===== config.mk =====
export PLATFORM = sky130hd
export DESIGN_NAME = amiga_clock_reset_gen
export DESIGN_NICKNAME = d
export VERILOG_FILES = /design/src/rtl/amiga_clock_reset_gen.sv
export SDC_FILE = /design/constraint.sdc
export NUM_CORES = 1
export LEC_CHECK = 0
export CAP_MARGIN = 30
export CORE_MARGIN = 8
export CORE_UTILIZATION = 60
export DETAILED_ROUTE_END_ITERATION = 8
export MAX_ROUTING_LAYER = met4
export PLACE_DENSITY = 0.77
export SYNTH_ARGS = -nofsm -noshare
export SYNTH_HDL_FRONTEND = slang
export SYNTH_SLANG_ARGS = --single-unit

===== constraint.sdc =====
create_clock -name CLK -period 2.25 [get_ports CLK]
set_input_delay 0.45 -clock CLK [delete_from_list [all_inputs] [get_ports CLK]]
set_output_delay 0.45 -clock CLK [all_outputs]
set_load 0.1 [all_outputs]

===== src/rtl/amiga_clock_reset_gen.sv =====
// Master-clock divider for the colour-clock phases, CCK/CCKQ, E7M/CDAC and E,
// plus the power-on / keyboard system reset sequencer.
module amiga_clock_reset_gen #(
  parameter int PERIOD   = 8,
  parameter int PHASES   = 4,
  parameter int E_DIV    = 10,
  parameter int E_HIGH   = 4,
  parameter int RST_HOLD = 2863636,
  parameter int KBD_LOW  = 14318180
) (
  input  logic              CLK,
  input  logic              RST,
  input  logic              SYNC,
  input  logic              KCLK,
  output logic [PHASES-1:0] PH,
  output logic              CCK,
  output logic              CCKQ,
  output logic              E7M,
  output logic              CDAC,
  output logic              E,
  output logic              E_LAST,
  output logic              _RST_OUT
);

  localparam int STEP = PERIOD / (2 * PHASES);
  localparam int CW   = $clog2(PERIOD);
  localparam int EW   = (E_DIV > 1)    ? $clog2(E_DIV)    : 1;
  localparam int HW   = (RST_HOLD > 1) ? $clog2(RST_HOLD) : 1;
  localparam int KW   = (KBD_LOW > 1)  ? $clog2(KBD_LOW)  : 1;

  localparam logic [CW-1:0] CNT_LAST = CW'(PERIOD - 1);
  localparam logic [CW-1:0] CNT_HALF = CW'(PERIOD / 2);
  localparam logic [EW-1:0] ECNT_END = EW'(E_DIV - 1);
  localparam logic [EW-1:0] E_RISE   = EW'(E_DIV - E_HIGH);
  localparam logic [HW-1:0] HOLD_END = HW'(RST_HOLD - 1);
  localparam logic [KW-1:0] KBD_END  = KW'(KBD_LOW - 1);

  typedef enum logic [1:0] {HOLD, RUN, KWAIT, KRST} rst_state_e;

  logic [CW-1:0]     cnt;
  logic [EW-1:0]     ecnt;
  logic [HW-1:0]     hcnt;
  logic [KW-1:0]     kcnt;
  logic              kclk_meta;
  logic              kclk_sync;
  logic              e_step;
  logic [PHASES-1:0] ph_next;
  rst_state_e        state;

  // E7M rises in the output stage one CLK after cnt sits at 0 or PERIOD/2.
  assign e_step = (cnt == '0) || (cnt == CNT_HALF);

  // NOTE: sequential state uses non-blocking assignments so every flop samples
  // the pre-edge values of its neighbours, independent of block ordering.
  always_ff @(posedge CLK or posedge RST) begin
    if (RST) begin
      cnt  <= '0;
      ecnt <= '0;
    end else if (SYNC) begin
      cnt  <= '0;
      ecnt <= '0;
    end else begin
      cnt <= (cnt == CNT_LAST) ? '0 : cnt + 1'b1;
      if (e_step) ecnt <= (ecnt == ECNT_END) ? '0 : ecnt + 1'b1;
    end
  end

  // NOTE: the combinational decode assigns a default before the loop so no
  // path through the block can leave ph_next holding state (no latch).
  always_comb begin
    ph_next = '0;
    for (int k = 0; k < PHASES; k++) begin
      ph_next[k] = ((int'(cnt) - k * STEP + PERIOD) % PERIOD) < (PERIOD / 2);
    end
  end

  always_ff @(posedge CLK or posedge RST) begin
    if (RST) begin
      PH     <= '0;
      CCK    <= 1'b0;
      CCKQ   <= 1'b0;
      E7M    <= 1'b0;
      CDAC   <= 1'b1;
      E      <= 1'b0;
      E_LAST <= 1'b0;
    end else begin
      PH     <= ph_next;
      CCK    <= ph_next[0];
      CCKQ   <= ph_next[PHASES/2];
      E7M    <= ph_next[0] ^ ph_next[PHASES/2];
      CDAC   <= ~(ph_next[0] ^ ph_next[PHASES/2]);
      E      <= (ecnt >= E_RISE);
      E_LAST <= (ecnt == ECNT_END) && e_step;
    end
  end

  // KCLK comes straight off the keyboard connector; idle level is high.
  always_ff @(posedge CLK or posedge RST) begin
    if (RST) begin
      kclk_meta <= 1'b1;
      kclk_sync <= 1'b1;
    end else begin
      kclk_meta <= KCLK;
      kclk_sync <= kclk_meta;
    end
  end

  always_ff @(posedge CLK or posedge RST) begin
    if (RST) begin
      state    <= HOLD;
      hcnt     <= '0;
      kcnt     <= '0;
      _RST_OUT <= 1'b0;
    end else begin
      case (state)
        HOLD: begin
          if (hcnt == HOLD_END) begin
            state    <= RUN;
            hcnt     <= '0;
            _RST_OUT <= 1'b1;
          end else begin
            hcnt <= hcnt + 1'b1;
          end
        end
        RUN: begin
          if (!kclk_sync) begin
            state <= KWAIT;
            kcnt  <= KW'(1);
          end
        end
        KWAIT: begin
          if (kclk_sync) begin
            state <= RUN;
            kcnt  <= '0;
          end else if (kcnt == KBD_END) begin
            state    <= KRST;
            kcnt     <= '0;
            _RST_OUT <= 1'b0;
          end else begin
            kcnt <= kcnt + 1'b1;
          end
        end
        KRST: begin
          // The keyboard must let go before the power-on style hold restarts.
          if (kclk_sync) begin
            state <= HOLD;
            hcnt  <= '0;
          end
        end
        default: begin
          state    <= HOLD;
          hcnt     <= '0;
          _RST_OUT <= 1'b0;
        end
      endcase
    end
  end

endmodule


# == After elaboration in Yosys (flattened, before gate mapping) ==
# Index checks and enable logic that the tools add are counted.
# classes
add_sub_neg,11
n_eq_ne,14
div,0
n_bitwise,6
multipliers,0
n_lt_le_gt_ge,5
mux,22
shift,0
n_reduce_logical,16
# op_table
operator,count
2-to-1 mux 24 bit,3
case mux 24 bit (2 select lines),1
2-to-1 mux 22 bit,2
case mux 22 bit (2 select lines),1
adder 24 x 1 -> 24 bit (second input constant),1
equality test 24 bit (second input constant),1
adder 22 x 1 -> 22 bit (second input constant),1
equality test 22 bit (second input constant),1
adder 4 x 5 -> 6 bit (second input constant),3
< comparator 4 bit (second input constant),4
2-to-1 mux 4 bit,3
OR reduction 3 bit,4
2-to-1 mux 2 bit,5
!= test 2 bit (second input constant),5
case mux 2 bit (4 select lines),1
AND reduction 4 bit,2
nonzero test 2 bit,4
subtractor 3 x 2 -> 4 bit (second input constant),2
adder 3 x 1 -> 3 bit (second input constant),2
equality test 3 bit (second input constant),2
2-to-1 mux 3 bit,2
adder 4 x 1 -> 4 bit (second input constant),1
equality test 2 bit (second input constant),2
equality test 4 bit (second input constant),1
15 further kinds,20
# word_totals
mem_bits_rw,0
out_inout_bits,11
input_bits,4
memories,0
elab_cells,89
romBits,0
latchBits,0
regBits,68

# == Depth between registers and ports, before layout ==
# logic_depth
depth_word,7
depth_mapped,6
mapped_depth_nobuf,6

# == Worst setup path before layout ==
# OpenSTA, ideal clock, no wires.
# synth_path
path_kind,flip-flop to flip-flop
startpoint,reg kcnt[0]
endpoint,reg kcnt[5]
n_path_buf,1
t_required_ps,2114
path_stages_with_launch,7
setup_ps,136
slack_ps,321
arrival_time_ps,1793
period_less_slack_ps,1929
cell_sequence,dfrtp_1 -> ha_1 -> nor4b_1 -> nand4_1 -> nor3_2 -> buf_2 -> nor3_1
# synth_via
elab_chain_cells,4
elab_cells_between_ends,5
classes_between,1 x add/sub; 1 x eq/ne; 3 x mux
# synth_lines
element,line,source
"start, declared",43,logic [KW-1:0] kcnt;
"start signal, assigned",140,kcnt <= kcnt + 1'b1;
adder 24 x 1 -> 24 bit / equality test 24 bit (equally long branches),"140, 135",
2-to-1 mux 24 bit *,135,end else if (kcnt == KBD_END) begin
2-to-1 mux 24 bit *,132,if (kclk_sync) begin
case mux 24 bit (2 select lines) *,115,case (state)
# Mark *: on every way between the ends. The rest lies on a longest branch, timed or not.
# A chain may end at the register's enable or synchronous reset.

# == Final worst setup path ==
# layout_path
startpoint,reg kcnt[0]
endpoint,reg kcnt[12]
# Same word-level chain as after synthesis.

==> metrics.yaml <==
floorplan:
  dieArea_sq_mm: 0.00853
  io_pins: 15
  die_y_microns: 92.4
  initial_core_util_pct: 60.6
  dieWidth_microns: 92.4
  coreArea_sq_mm: 0.00578
  rows: 28
setup_path:
  arrival_ns: 2.30
  cp_max_fo: 8
  crit_start: "kcnt[0]"
  cp.required_ns: 2.49
  path_buf_inv: 1
  crit_path_top_delay_cell: "dfrtp_1"
  worst_path_largest_cell_delay_ns: 0.47
  cp_top_family: "simple AND/OR/NAND/NOR gates"
  start_kind: "flip-flop"
  rrSetupSlack_ns: 0.20
  criticalPathCategory: "reg2reg"
  r2r-start: "kcnt[0]"
  end_kind: "flip-flop"
  crit_path_cell_trace: "ha_1, and3_1, o2111ai_2, buf_4, or3_1, a211oi_1"
global_route:
  grt_pass1_vias: 2886
  overflow: 0
  grt_max_degree: 20
  gr-usage-all-layers_pct: 19.6
  antenna_found_initial: 0
  grt_pass1_wl_microns: 13500
logic_synthesis:
  synth-main-ff-cell: "dfrtp_1"
  yosysWarnings: 0
  yosysTopAreaCellShare_pct: 45.0
  ys_seq_area_share_pct: 47.3
  synth_area_sq_mm: 0.00350
  synthArstFlopShare_pct: 100
  synth_mux_area_share_pct: 0
  ys_ff_latch: 66
  synthAdderAreaFrac_pct: 2.50
  synth.avg_cell_area_sq_um: 9.78
  synthesis.nets: 369
  synth_xor_area_share_pct: 3.00
  synth-compound-area-share_pct: 19.7
  synthSimpleGateAreaFrac_pct: 24.0
  synth_edf_count: 0
  ys_types: 47
  synth_top_family_by_area: "simple AND/OR/NAND/NOR gates"
  synth_area_leaders: "dfrtp_1, o31ai_1, a211oi_1"
  synth_top_area_cell: "dfrtp_1"
  syn_inst: 358
timing:
  finalWorstSetupSlack_ns: 0.198
  period_minus_slack_ns: 2.05
  slew-limit-headroom_pct: 55.9
  period_share_pct: 91.2
  setup_viol: 0
  grt_setup_unrepaired: "no"
  finClkSkew_ns: 0.00788
  fmaxAchievable_mhz: 487
  hold_violations: 0
  worst_pin_slew_ns: 0.662
  tns_ns: 0
  drv_slew: 0
clocking:
  clock_sinks: 66
  cts_buffers: 9
  cts.path.max_buffers: 2
  cts_tree: "yes"
  cts_root_buffer: "clkbuf_8"
  clkTransAtPathRegs_ns: 0.08
  hold_buffers: 0
  post_cts_buffers: 0
  clock_latency_ns: 0.34
  htree_levels: 3
  cts_resized: 0
place:
  dpl_cell_area_sq_mm: 0.00375
  port-buffer-count: 14
  dp_slack_ns: 0.160
  dp.cells: 445
  hpwl_microns: 5220
  gp_congestion: 0.884
layout:
  design_area_sq_mm: 0.00400
  drive_gt1_share_pct: 14.0
  area_delta_synth_final_pct: 14.2
  num_antenna_cells: 0
  finalNonFillerCells: 461
  nNetsFinal: 392
worst_hold_path:
  min_path_type: "in2async"
drt:
  firstDrtPassIters: 4
  detail_route.iter0.violations: 272
  drcViolationCount: 0
  totalWireLength_microns: 7490
  antenna_left: 0
  vias_per_cell: 6.33
  vias: 2918
  wl_per_cell_microns: 16.3
flow_run:
  drv_cap: 0
power:
  leakagePower_nw: 1.65
  irDropWorstVdd_v: 0.000877
  powerDensity_mw_per_mm2: 672
status:
  status: "complete, no violations"
==> final cells by class <==
cell class / instances / area, sq um
Multi-Input combinational cell: 263 / 1730
Sequential cell: 66 / 1660
Clock inverter: 6 / 115
Timing Repair Buffer: 31 / 240
Fill cell: 454 / 1780
Inverter: 10 / 37.5
Tap cell: 75 / 93.8
Clock buffer: 10 / 128
==> synth_stat cells (4+ instances only) <==
| library cell | n |
|---|---|
| and4_1 | 7 |
| o31ai_1 | 20 |
| nand4_1 | 9 |
| nor3_1 | 5 |
| or3_1 | 12 |
| clkbuf_1 | 12 |
| ha_1 | 7 |
| and3_1 | 9 |
| xnor2_1 | 7 |
| nor2_1 | 19 |
| nand3_1 | 21 |
| o211ai_1 | 5 |
| nand2_1 | 20 |
| nor2b_1 | 7 |
| inv_1 | 10 |
| o21ai_0 | 19 |
| dfrtp_1 | 63 |
| a211oi_1 | 17 |
| a21oi_1 | 17 |
| or4_1 | 17 |
| nor4bb_1 | 4 |
| xor2_1 | 5 |
| buf_2 | 5 |
==> sequential cells by signal, summed over array words and instances, names as in the netlist <==
register and count:
_RST_OUT 1, kcnt 24, CDAC 1, E7M 1, kclk_sync 1, hcnt 22, state 2, E_LAST 1
ecnt 4, cnt 3, PH 4, E 1, kclk_meta 1
==> metal layers <==
| layer | global-route usage [%] | vias up | wire length (microns) |
|---|---|---|---|
| met5 | - | - | 0 |
| met4 | 5.10 | 0 | 49 |
| met3 | 5.34 | 6 | 303 |
| met2 | 29.0 | 54 | 3510 |
| met1 | 26.0 | 1440 | 3640 |
| li1 | - | 1418 | - |
==> metrics by stage <==
step	total power, mW	utilization [%]	hold slack, ns
final	2.69	69.2	0.365
after global placement	1.50	64.9	0.356
after CTS	2.72	69.1	0.359
after floorplan	1.45	-	0.345
after global routing	2.78	69.2	0.368
after detailed placement	1.51	64.9	0.356
==> cell families after synthesis <==
group                    after synthesis
adder cells (fa/ha/maj)                7
AND/OR/NAND/NOR                      143
AO/OA/AOI/OAI                        101
buffers and inverters                 29
flip-flops                            66
XOR/XNOR                              12
==> cells in the final DEF (no fill, tap or decap), types with 3 or more instances in the layout <==
cell type and n:
inv_1 9, dfstp_2 3, nand4_1 9, and3_1 9, nor2b_1 7, xnor2_1 7
nor3_1 5, nor4bb_1 4, nand3_1 21, a31oi_1 3, and4_1 7, bufinv_16 3
a21oi_1 17, nor4b_1 3, o211ai_1 5, a211oi_1 17, clkbuf_8 9, dfrtp_1 63
nor3b_1 3, buf_4 28, nand2_1 20, o21a_1 3, xor2_1 5, clkdlybuf4s50_1 3
nor2_1 19, o31ai_1 20, or4_1 17, o21ai_0 19, ha_1 7, or3_1 12
==> path summary, 6_finish.rpt <==
check / end / depth (start not counted)
max: kcnt[12] / 6
min: hcnt[10] / 2
max reg2reg: kcnt[12] / 6
min reg2reg: kclk_sync / 0
max in group asynchronous: kcnt[1] / 3
min in group CLK: kclk_sync / 0
==> power breakdown <==
group,internal [mW],switching [mW]
registers,1.21,0.0228
logic,0.0531,0.192
clock network,0.740,0.467
Power figures use the tool's default switching activity.
